File: config.mk
export PLATFORM = sky130hd
export DESIGN_NAME = riscv_core_mem_arbiter
export DESIGN_NICKNAME = d
export VERILOG_FILES = /design/src/rtl/riscv_core_arb_pkg.sv /design/src/rtl/riscv_core_arb_pick.sv /design/src/rtl/riscv_core_mem_arbiter.sv
export SDC_FILE = /design/constraint.sdc
export NUM_CORES = 1
export LEC_CHECK = 0
export ABC_AREA = 1
export BUFFER_PORTS_ARGS = -buffer_cell sky130_fd_sc_hd__buf_2
export CAP_MARGIN = 25
export CORE_AREA = 3 3 239 241
export DETAILED_ROUTE_END_ITERATION = 12
export DIE_AREA = 0 0 242 244
export PLACE_DENSITY = 0.3
export SLEW_MARGIN = 20
export SYNTH_ARGS = -nofsm -noshare
export SYNTH_HDL_FRONTEND = slang
export SYNTH_SLANG_ARGS = --single-unit
export TNS_END_PERCENT = 50
File: constraint.sdc
create_clock -name i_clk -period 1.2 [get_ports i_clk]
set_input_delay 0 -clock i_clk [delete_from_list [all_inputs] [get_ports i_clk]]
set_output_delay 0 -clock i_clk [all_outputs]
set_load 0.02 [all_outputs]
File: src/rtl/riscv_core_arb_pkg.sv
// Shared types for the I-cache / D-cache memory-port arbiter.
// Round-robin tie-breaking is enabled by defining RISCV_CORE_ARB_ROUND_ROBIN_EN.
package riscv_core_arb_pkg;

    localparam int NUM_REQ   = 2;
    localparam int REQ_I_IDX = 0;
    localparam int REQ_D_IDX = 1;

    typedef enum logic [1:0] {
        IDLE    = 2'd0,
        GRANT_I = 2'd1,
        GRANT_D = 2'd2
    } arb_state_e;

    typedef enum logic {
        REQ_I = 1'b0,
        REQ_D = 1'b1
    } req_id_e;

    // Maps a one-hot winner vector to the requester id it names.
    function automatic req_id_e winner_id(input logic [NUM_REQ-1:0] winner);
        if (winner[REQ_D_IDX]) begin
            return REQ_D;
        end else begin
            return REQ_I;
        end
    endfunction

endpackage

File: src/rtl/riscv_core_arb_pick.sv
// Combinational winner selection for the memory-port arbiter.
// RISCV_CORE_ARB_ROUND_ROBIN_EN selects round-robin ties; otherwise D has fixed priority.
module riscv_core_arb_pick
    import riscv_core_arb_pkg::*;
(
    input  logic [NUM_REQ-1:0] req,
    input  req_id_e            rr_ptr,
    output logic [NUM_REQ-1:0] winner
);

`ifdef RISCV_CORE_ARB_ROUND_ROBIN_EN
    // On a tie the requester that did not win last time gets the port.
    always_comb begin
        winner = 2'b00;
        if (req == 2'b11) begin
            winner = (rr_ptr == REQ_D) ? 2'b01 : 2'b10;
        end else begin
            winner = req;
        end
    end
`else
    logic rr_ptr_unused_s;
    assign rr_ptr_unused_s = (rr_ptr == REQ_D);

    // Load/store stalls outrank instruction fetch.
    always_comb begin
        winner = 2'b00;
        if (req[REQ_D_IDX]) begin
            winner = 2'b10;
        end else if (req[REQ_I_IDX]) begin
            winner = 2'b01;
        end else begin
            winner = 2'b00;
        end
    end
`endif

endmodule

File: src/rtl/riscv_core_mem_arbiter.sv
// Shares the single AXI memory-request port between I-cache and D-cache refills/writebacks.
// Define RISCV_CORE_ARB_ROUND_ROBIN_EN for round-robin ties (default: D over I).
module riscv_core_mem_arbiter
    import riscv_core_arb_pkg::*;
#(
    parameter int ADDR_WIDTH     = 32,
    parameter int AXI_DATA_WIDTH = 256
)
(
    input  logic                      i_clk,
    input  logic                      i_rst,
    input  logic                      i_ic_mem_req,
    input  logic [ADDR_WIDTH-1:0]     i_ic_addr,
    output logic                      o_ic_mem_done,
    input  logic                      i_dc_mem_req,
    input  logic [ADDR_WIDTH-1:0]     i_dc_addr,
    input  logic                      i_dc_we,
    input  logic [AXI_DATA_WIDTH-1:0] i_dc_wdata,
    output logic                      o_dc_mem_done,
    output logic                      o_mem_req,
    output logic [ADDR_WIDTH-1:0]     o_mem_addr,
    output logic                      o_mem_we,
    output logic [AXI_DATA_WIDTH-1:0] o_mem_wdata,
    input  logic                      i_mem_done,
    output logic [1:0]                o_grant,
    output logic                      o_proto_err
);

    arb_state_e          state_r;
    arb_state_e          state_next_s;
    logic                proto_err_r;
    logic [NUM_REQ-1:0]  req_vec_s;
    logic [NUM_REQ-1:0]  pick_s;
    req_id_e             rr_ptr_s;

    assign req_vec_s[REQ_I_IDX] = i_ic_mem_req;
    assign req_vec_s[REQ_D_IDX] = i_dc_mem_req;

    riscv_core_arb_pick u_pick (
        .req    (req_vec_s),
        .rr_ptr (rr_ptr_s),
        .winner (pick_s)
    );

`ifdef RISCV_CORE_ARB_ROUND_ROBIN_EN
    req_id_e rr_ptr_r;

    // Remember the most recently granted requester for tie-breaking.
    always_ff @(posedge i_clk) begin
        if (i_rst) begin
            rr_ptr_r <= REQ_I;
        end else if ((state_r == IDLE) && (pick_s != 2'b00)) begin
            rr_ptr_r <= winner_id(pick_s);
        end else begin
            rr_ptr_r <= rr_ptr_r;
        end
    end

    assign rr_ptr_s = rr_ptr_r;
`else
    assign rr_ptr_s = REQ_I;
`endif

    // Arbiter state register.
    always_ff @(posedge i_clk) begin
        if (i_rst) begin
            state_r <= IDLE;
        end else begin
            state_r <= state_next_s;
        end
    end

    // Sticky flag: a completion arrived while no one owned the port.
    always_ff @(posedge i_clk) begin
        if (i_rst) begin
            proto_err_r <= 1'b0;
        end else if ((state_r == IDLE) && i_mem_done) begin
            proto_err_r <= 1'b1;
        end else begin
            proto_err_r <= proto_err_r;
        end
    end

    // Next state: grants are held until completion and always return through IDLE.
    always_comb begin
        state_next_s = state_r;
        case (state_r)
            IDLE: begin
                if (pick_s[REQ_D_IDX]) begin
                    state_next_s = GRANT_D;
                end else if (pick_s[REQ_I_IDX]) begin
                    state_next_s = GRANT_I;
                end else begin
                    state_next_s = IDLE;
                end
            end
            GRANT_I, GRANT_D: begin
                if (i_mem_done) begin
                    state_next_s = IDLE;
                end else begin
                    state_next_s = state_r;
                end
            end
            default: begin
                state_next_s = IDLE;
            end
        endcase
    end

    // Output mux: request fields come live from the owner; request drops with done.
    always_comb begin
        o_grant       = 2'b00;
        o_mem_req     = 1'b0;
        o_mem_addr    = '0;
        o_mem_we      = 1'b0;
        o_mem_wdata   = '0;
        o_ic_mem_done = 1'b0;
        o_dc_mem_done = 1'b0;
        case (state_r)
            IDLE: begin
                o_grant = 2'b00;
            end
            GRANT_I: begin
                o_grant       = 2'b01;
                o_mem_req     = ~i_mem_done;
                o_mem_addr    = i_ic_addr;
                o_ic_mem_done = i_mem_done;
            end
            GRANT_D: begin
                o_grant       = 2'b10;
                o_mem_req     = ~i_mem_done;
                o_mem_addr    = i_dc_addr;
                o_mem_we      = i_dc_we;
                o_mem_wdata   = i_dc_wdata;
                o_dc_mem_done = i_mem_done;
            end
            default: begin
                o_grant = 2'b00;
            end
        endcase
    end

    assign o_proto_err = proto_err_r;

endmodule

==> results of run 1 <==
## Yosys cell counts
library cell / number
nand2_1: 327
inv_1: 265
a21oi_1: 33
buf_2: 25
buf_4: 11
nor2_1: 7
ha_1: 5
buf_1: 3
dfxtp_1: 3
nand3_1: 2
## flip-flops by register name, indices dropped and copies added, names as in the netlist
| signal | flops |
|---|---|
| state_r | 2 |
| o_proto_err | 1 |
## critical path: stages (launching register included)
cell and delay [ns]:
dfxtp_2 0.34, inv_4 0.05, ha_4 0.19, buf_12 0.15, clkbuf_16 0.17, clkbuf_16 0.18, nand2_4 0.06, inv_2 0.03
buf_6 0.12
## cells in the final DEF, fill, tap and decap left out
master         Yosys  final
buf_16             0      8
dfxtp_4            0      1
inv_8              0      1
inv_1            265    184
clkbuf_1           0      1
dlygate4sd3_1      0      1
a21oi_4            0     27
nor2_4             0      1
ha_1               5      2
nand2_1          327    258
inv_4              0      2
dfxtp_2            0      1
buf_6              0    115
dfxtp_1            3      1
nand2_4            0     40
buf_8              0      4
a21oi_1           33      1
clkbuf_16          0      8
buf_4             11     71
nand2_2            0     29
diode_2            0      9
clkbuf_4           0      1
a21oi_2            0      5
nor2_1             7      6
buf_2             25    458
ha_4               0      3
buf_12             0     16
inv_2              0     78
nand3_1            2      2
## logic make-up (layout without fill, tap and decap cells)
kind of cell             Yosys count  in the layout  synth area share
buffers and inverters            304            948             0.439
flip-flops                         3              3            0.0217
other                              0              9                 0
AND/OR/NAND/NOR                  336            336             0.457
AO/OA/AOI/OAI                     33             33            0.0597
adder cells (fa/ha/maj)            5              5            0.0226
## per-stage QoR
stage                     std cells  total power (W)  hold WS [ns]  worst slack, ns
after global routing           2075          0.00778         0.112           -0.418
final                          2082          0.00727        0.0686           -0.336
after CTS                      2064          0.00662        0.0766           -0.380
after global placement         2037          0.00501         0.179           -0.244
after floorplan                 681          0.00294        0.0364          -0.0289
after detailed placement       2037          0.00497         0.190           -0.243
## power groups by stage
stage                     clock, W  sequential (W)  combinational [W]
after floorplan                  0        0.000129            0.00281
after global placement           0        0.000126            0.00489
after detailed placement         0        0.000126            0.00485
after CTS                 0.000545        0.000134            0.00594
after global routing      0.000556        0.000136            0.00709
final                     0.000534        0.000134            0.00660
## worst paths after layout
check                            from                       end  slack (ns)  cells after the start
min                      i_dc_mem_req   state_r[0]$_SDFFE_PP0P_        0.07                      4
max           state_r[0]$_SDFFE_PP0P_          o_mem_wdata[186]       -0.34                      8
min reg2reg  o_proto_err$_SDFFE_PP0P_  o_proto_err$_SDFFE_PP0P_        0.48                      2
max reg2reg   state_r[0]$_SDFFE_PP0P_   state_r[1]$_SDFFE_PP0P_       -0.12                      8
## layout make-up
type	instances	area, um2
flip-flops and latches	3	65.1
multi-input cells	374	2230
well taps	748	936
fillers	6444	45900
inverters	265	1010
repair buffers	679	4860
diodes	9	22.5
clock buffers	4	78.8
## layer usage
metal  GRT usage  up-vias
li1            -     3088
met1      0.0916     2722
met2       0.165      357
met3      0.0216       33
met4      0.0147        4
met5           0        -
## repair_timing
item | CTS | global route
endpoints found under the setup margin | 295 | 295
cloned | 9 | 7
resized for setup | 199 | 288
hold endpoints to repair | 1 | 0
setup buffers | 13 | 7
hold buffers | 1 | 0
pin swaps | 2 | 1
==> results.yml, run 1 <==
global_routing:
  grt_pass1_wl_um: 38400
  grt_antenna_before_repair: 10
  grt_usage: 0.0844
  grt.overflow.total: 0
  grt_max_degree: 44
  grt_pass1_vias: 6166
detailed_routing:
  ant_nets: 0
  wl_met2_um: 15200
  wl_per_cell_um: 13.9
  post_drt_via_cell_ratio: 2.98
  drc: 0
  top_layer_used: "met5"
  routed_wl_um: 29000
  route.vias.total: 6204
  first_pass_iters: 4
  wl_met1_um: 10600
  met3_length_um: 2540
  drtIter0Drc: 158
clock_tree:
  clk_pin_slew_ns: 0.03
  cts_sinks: 3
  clk_path_buf_depth: 2
  worstSkewPairLatency_ns: 0.23
  cts_made_buffers: 3
  cts_tree: "done"
  h-tree-depth: 1
  root_buffer: "clkbuf_16"
yosys:
  synth_area_leaders: "nand2_1 (44%), inv_1 (36%), a21oi_1 (6.0%), buf_2 (4.5%), buf_4 (3.0%)"
  synth_cell_types: 10
  yosys_warnings: 0
  yosys.area.top_type_share: 0.444
  synth_cells: 681
  ys_seq_area_frac: 0.0217
  syn-cell-area_mm2: 0.00277
  mappedNetlistNets: 1012
  yosys.area.top_type: "nand2_1"
  synth_seq_cells: 3
  synth_area_per_cell_um2: 4.06
place:
  dp_hpwl_um: 23100
  post_dp_cell_area_mm2: 0.00722
  numPortBuffers: 620
  gp_congestion: 0.878
power:
  power_leakage_nw: 6.49
  p_sw_w: 0.00382
  swShare: 0.526
  powerDensity_mw_per_mm2: 789
  peakVddDrop_v: 0.000464
  p_seq_frac: 0.018
  combPwrFrac: 0.908
  p_clk_frac: 0.074
  internal-power_w: 0.00344
layout:
  design.final.nets: 1657
  fin_area_mm2: 0.00921
  final_util: 0.167
  drive_above_1_share: 0.656
  area_growth_pct: 233
status:
  violations: "negative setup slack"
  status: "finished with violations"
hold_path:
  hold_class: "in2reg"
timing:
  rsz0062_at_grt: "true"
  finClkSkew_ns: 0.00310
  timing.setup.tns_ns: -76.36
  report.final.slew_viol_count: 0
  setup_viol: 295
  worst_pin_slew_ns: 0.228
  fin_crit_ns: 1.54
  fin_ws_ns: -0.336
  finalCritPeriodShare: 1.28
  fmax_ghz: 0.651
  hold_viol: 0
  slew-limit-headroom: 0.848
worst_setup_path:
  critPathLaunchType: "flop"
  crit_path_end_kind: "output pin"
  crit_type: "reg2out"
  path_max_fanout: 6
  cp.arrival_ns: 1.54
  worstPathRequired_ns: 1.20
die:
  fp.dieW_um: 242
  io_pins: 621
  core_mm2: 0.0551
  rows: 86
  initial_core_util: 0.0502
  dieArea_mm2: 0.0590
  die_height_um: 244
flow_run:
  drv_cap: 0
Note: power is estimated with default switching activity, not from simulation.
==> run 2: changes to the inputs <==
--- a/config.mk
+++ b/config.mk
@@ -12,6 +12,7 @@
 export DETAILED_ROUTE_END_ITERATION = 12
 export DIE_AREA = 0 0 242 244
 export PLACE_DENSITY = 0.3
+export SKIP_LAST_GASP = 1
 export SLEW_MARGIN = 20
 export SYNTH_ARGS = -nofsm -noshare
 export SYNTH_HDL_FRONTEND = slang
==> run 2 against run 1 <==
The run still ends with negative setup slack left. Fmax down 3.2%. Register-to-register slack better by 0.02 ns. Sequential power about the same. Power up 1.8%. Combinational power rose by 2%. Non-clock buffer count is 8 higher. Cell count rose by 0.38%. Die area is the same. First-iteration DRC count rose by 7.6%. Wire length rose by 1.1%. Critical path type unchanged. Largest power group unchanged.
==> results.yml, run 2 (synthesized netlist as in run 1, its figures left out) <==
worst_setup_path:
  critPathLaunchType: "flop"
  crit_type: "reg2out"
  worstPathRequired_ns: 1.20
  r2r_cells: 8
  crit_path_end_kind: "output pin"
  path_max_fanout: 7
  cp.arrival_ns: 1.59
clock_tree:
  root_buffer: "clkbuf_16"
  clk_pin_slew_ns: 0.03
  worstSkewPairLatency_ns: 0.23
  cts_tree: "done"
  clk_path_buf_depth: 2
  cts_made_buffers: 3
  cts_sinks: 3
  h-tree-depth: 1
power:
  swShare: 0.525
  p_seq_frac: 0.018
  p_sw_w: 0.00389
  power_leakage_nw: 6.63
  combPwrFrac: 0.910
  internal-power_w: 0.00351
  peakVddDrop_v: 0.000463
  p_clk_frac: 0.072
  powerDensity_mw_per_mm2: 799
global_routing:
  grt_pass1_vias: 6125
  grt_usage: 0.0836
  grt_antenna_before_repair: 10
  grt_max_degree: 44
  grt_pass1_wl_um: 38100
  grt.overflow.total: 0
hold_path:
  hold_class: "in2reg"
  min_path_cells: 4
timing:
  fin_crit_ns: 1.59
  setup_viol: 295
  report.final.slew_viol_count: 0
  timing.setup.tns_ns: -83.62
  finalCritPeriodShare: 1.32
  worst_pin_slew_ns: 0.226
  fin_ws_ns: -0.387
  hold_viol: 0
  fmax_ghz: 0.630
  slew-limit-headroom: 0.849
  rsz0062_at_grt: "true"
  finClkSkew_ns: 0.00312
detailed_routing:
  wl_per_cell_um: 14.0
  ant_nets: 0
  drtIter0Drc: 170
  route.vias.total: 6303
  first_pass_iters: 4
  drc: 0
  post_drt_via_cell_ratio: 3.02
  routed_wl_um: 29300
die:
  rows: 86
  io_pins: 621
  core_mm2: 0.0551
  fp.dieW_um: 242
  initial_core_util: 0.0502
  dieArea_mm2: 0.0590
  die_height_um: 244
layout:
  fin_area_mm2: 0.00926
  fillers: 6467
  multi_input_area_mm2: 0.00230
  regMostFlops: "state_r"
  final_cells: 2090
  largest_reg_flops: 2
  layout_commonest_cell: "buf_2"
  final_cell_mix: "buf_2 (494), nand2_1 (251), inv_1 (185)"
  design.final.nets: 1665
  final_util: 0.168
  regArea_um2: 65.1
  area_growth_pct: 235
  drive_above_1_share: 0.662
place:
  dp_hpwl_um: 23100
  gp_congestion: 0.878
  numPortBuffers: 620
  dp_cells: 2037
  post_dp_cell_area_mm2: 0.00722
status:
  violations: "negative setup slack"
  status: "finished with violations"
flow_run:
  drv_cap: 0
-- run 2: layout make-up --
type | count | area share
antenna | 9 | 0.00243
clock buffer | 4 | 0.00851
inverter | 265 | 0.109
multi-input combinational | 374 | 0.249
sequential | 3 | 0.00703
tap | 748 | 0.101
timing repair buffer | 687 | 0.523
-- run 2: per-layer routing --
metal	GRT usage	part of all wire	vias up	routed length [um]
met3	0.0212	0.083	31	2420
met5	0	0.00092	-	27
met4	0.0161	0.021	4	629
met1	0.0906	0.37	2809	10900
met2	0.163	0.52	349	15300
li1	-	-	3110	-
-- run 2: worst max-delay path: stages, from the launching register on --
cell       delay, ns
dfxtp_2         0.32
inv_4           0.06
ha_4            0.21
buf_12          0.17
buf_12          0.13
clkbuf_16       0.16
nand2_1         0.07
inv_1           0.06
buf_2           0.16
-- run 2: worst paths after layout --
check,start,end,slack [ns]
worst min register to register,o_proto_err$_SDFFE_PP0P_,o_proto_err$_SDFFE_PP0P_,0.48
worst max-delay path,state_r[0]$_SDFFE_PP0P_,o_mem_wdata[225],-0.39
worst max register to register,state_r[0]$_SDFFE_PP0P_,state_r[1]$_SDFFE_PP0P_,-0.10
worst min-delay path,i_dc_mem_req,state_r[0]$_SDFFE_PP0P_,0.07
-- run 2: power groups by stage --
| stage | combinational (W) | sequential, W | clock, W |
|---|---|---|---|
| floorplan | 0.00281 | 0.000129 | 0 |
| global placement | 0.00489 | 0.000126 | 0 |
| detailed placement | 0.00485 | 0.000126 | 0 |
| CTS | 0.00571 | 0.000134 | 0.000545 |
| global route | 0.00722 | 0.000136 | 0.000556 |
| finish | 0.00673 | 0.000134 | 0.000534 |
-- run 2: repair_timing --
| item | in CTS | in global routing |
|---|---|---|
| hold buffers | 1 | 0 |
| resized for setup | 82 | 349 |
| hold endpoints to repair | 1 | 0 |
| pin swaps | 2 | 4 |
| cloned | 9 | 15 |
| setup endpoints to repair | 295 | 295 |
| setup buffers | 13 | 6 |
-- run 2: stage by stage --
step | setup slack (ns) | total power, W | hold WS [ns]
final | -0.387 | 0.00740 | 0.0686
after global routing | -0.450 | 0.00791 | 0.112
after CTS | -0.397 | 0.00639 | 0.0766
after detailed placement | -0.243 | 0.00497 | 0.190
after global placement | -0.244 | 0.00501 | 0.179
after floorplan | -0.0289 | 0.00294 | 0.0364
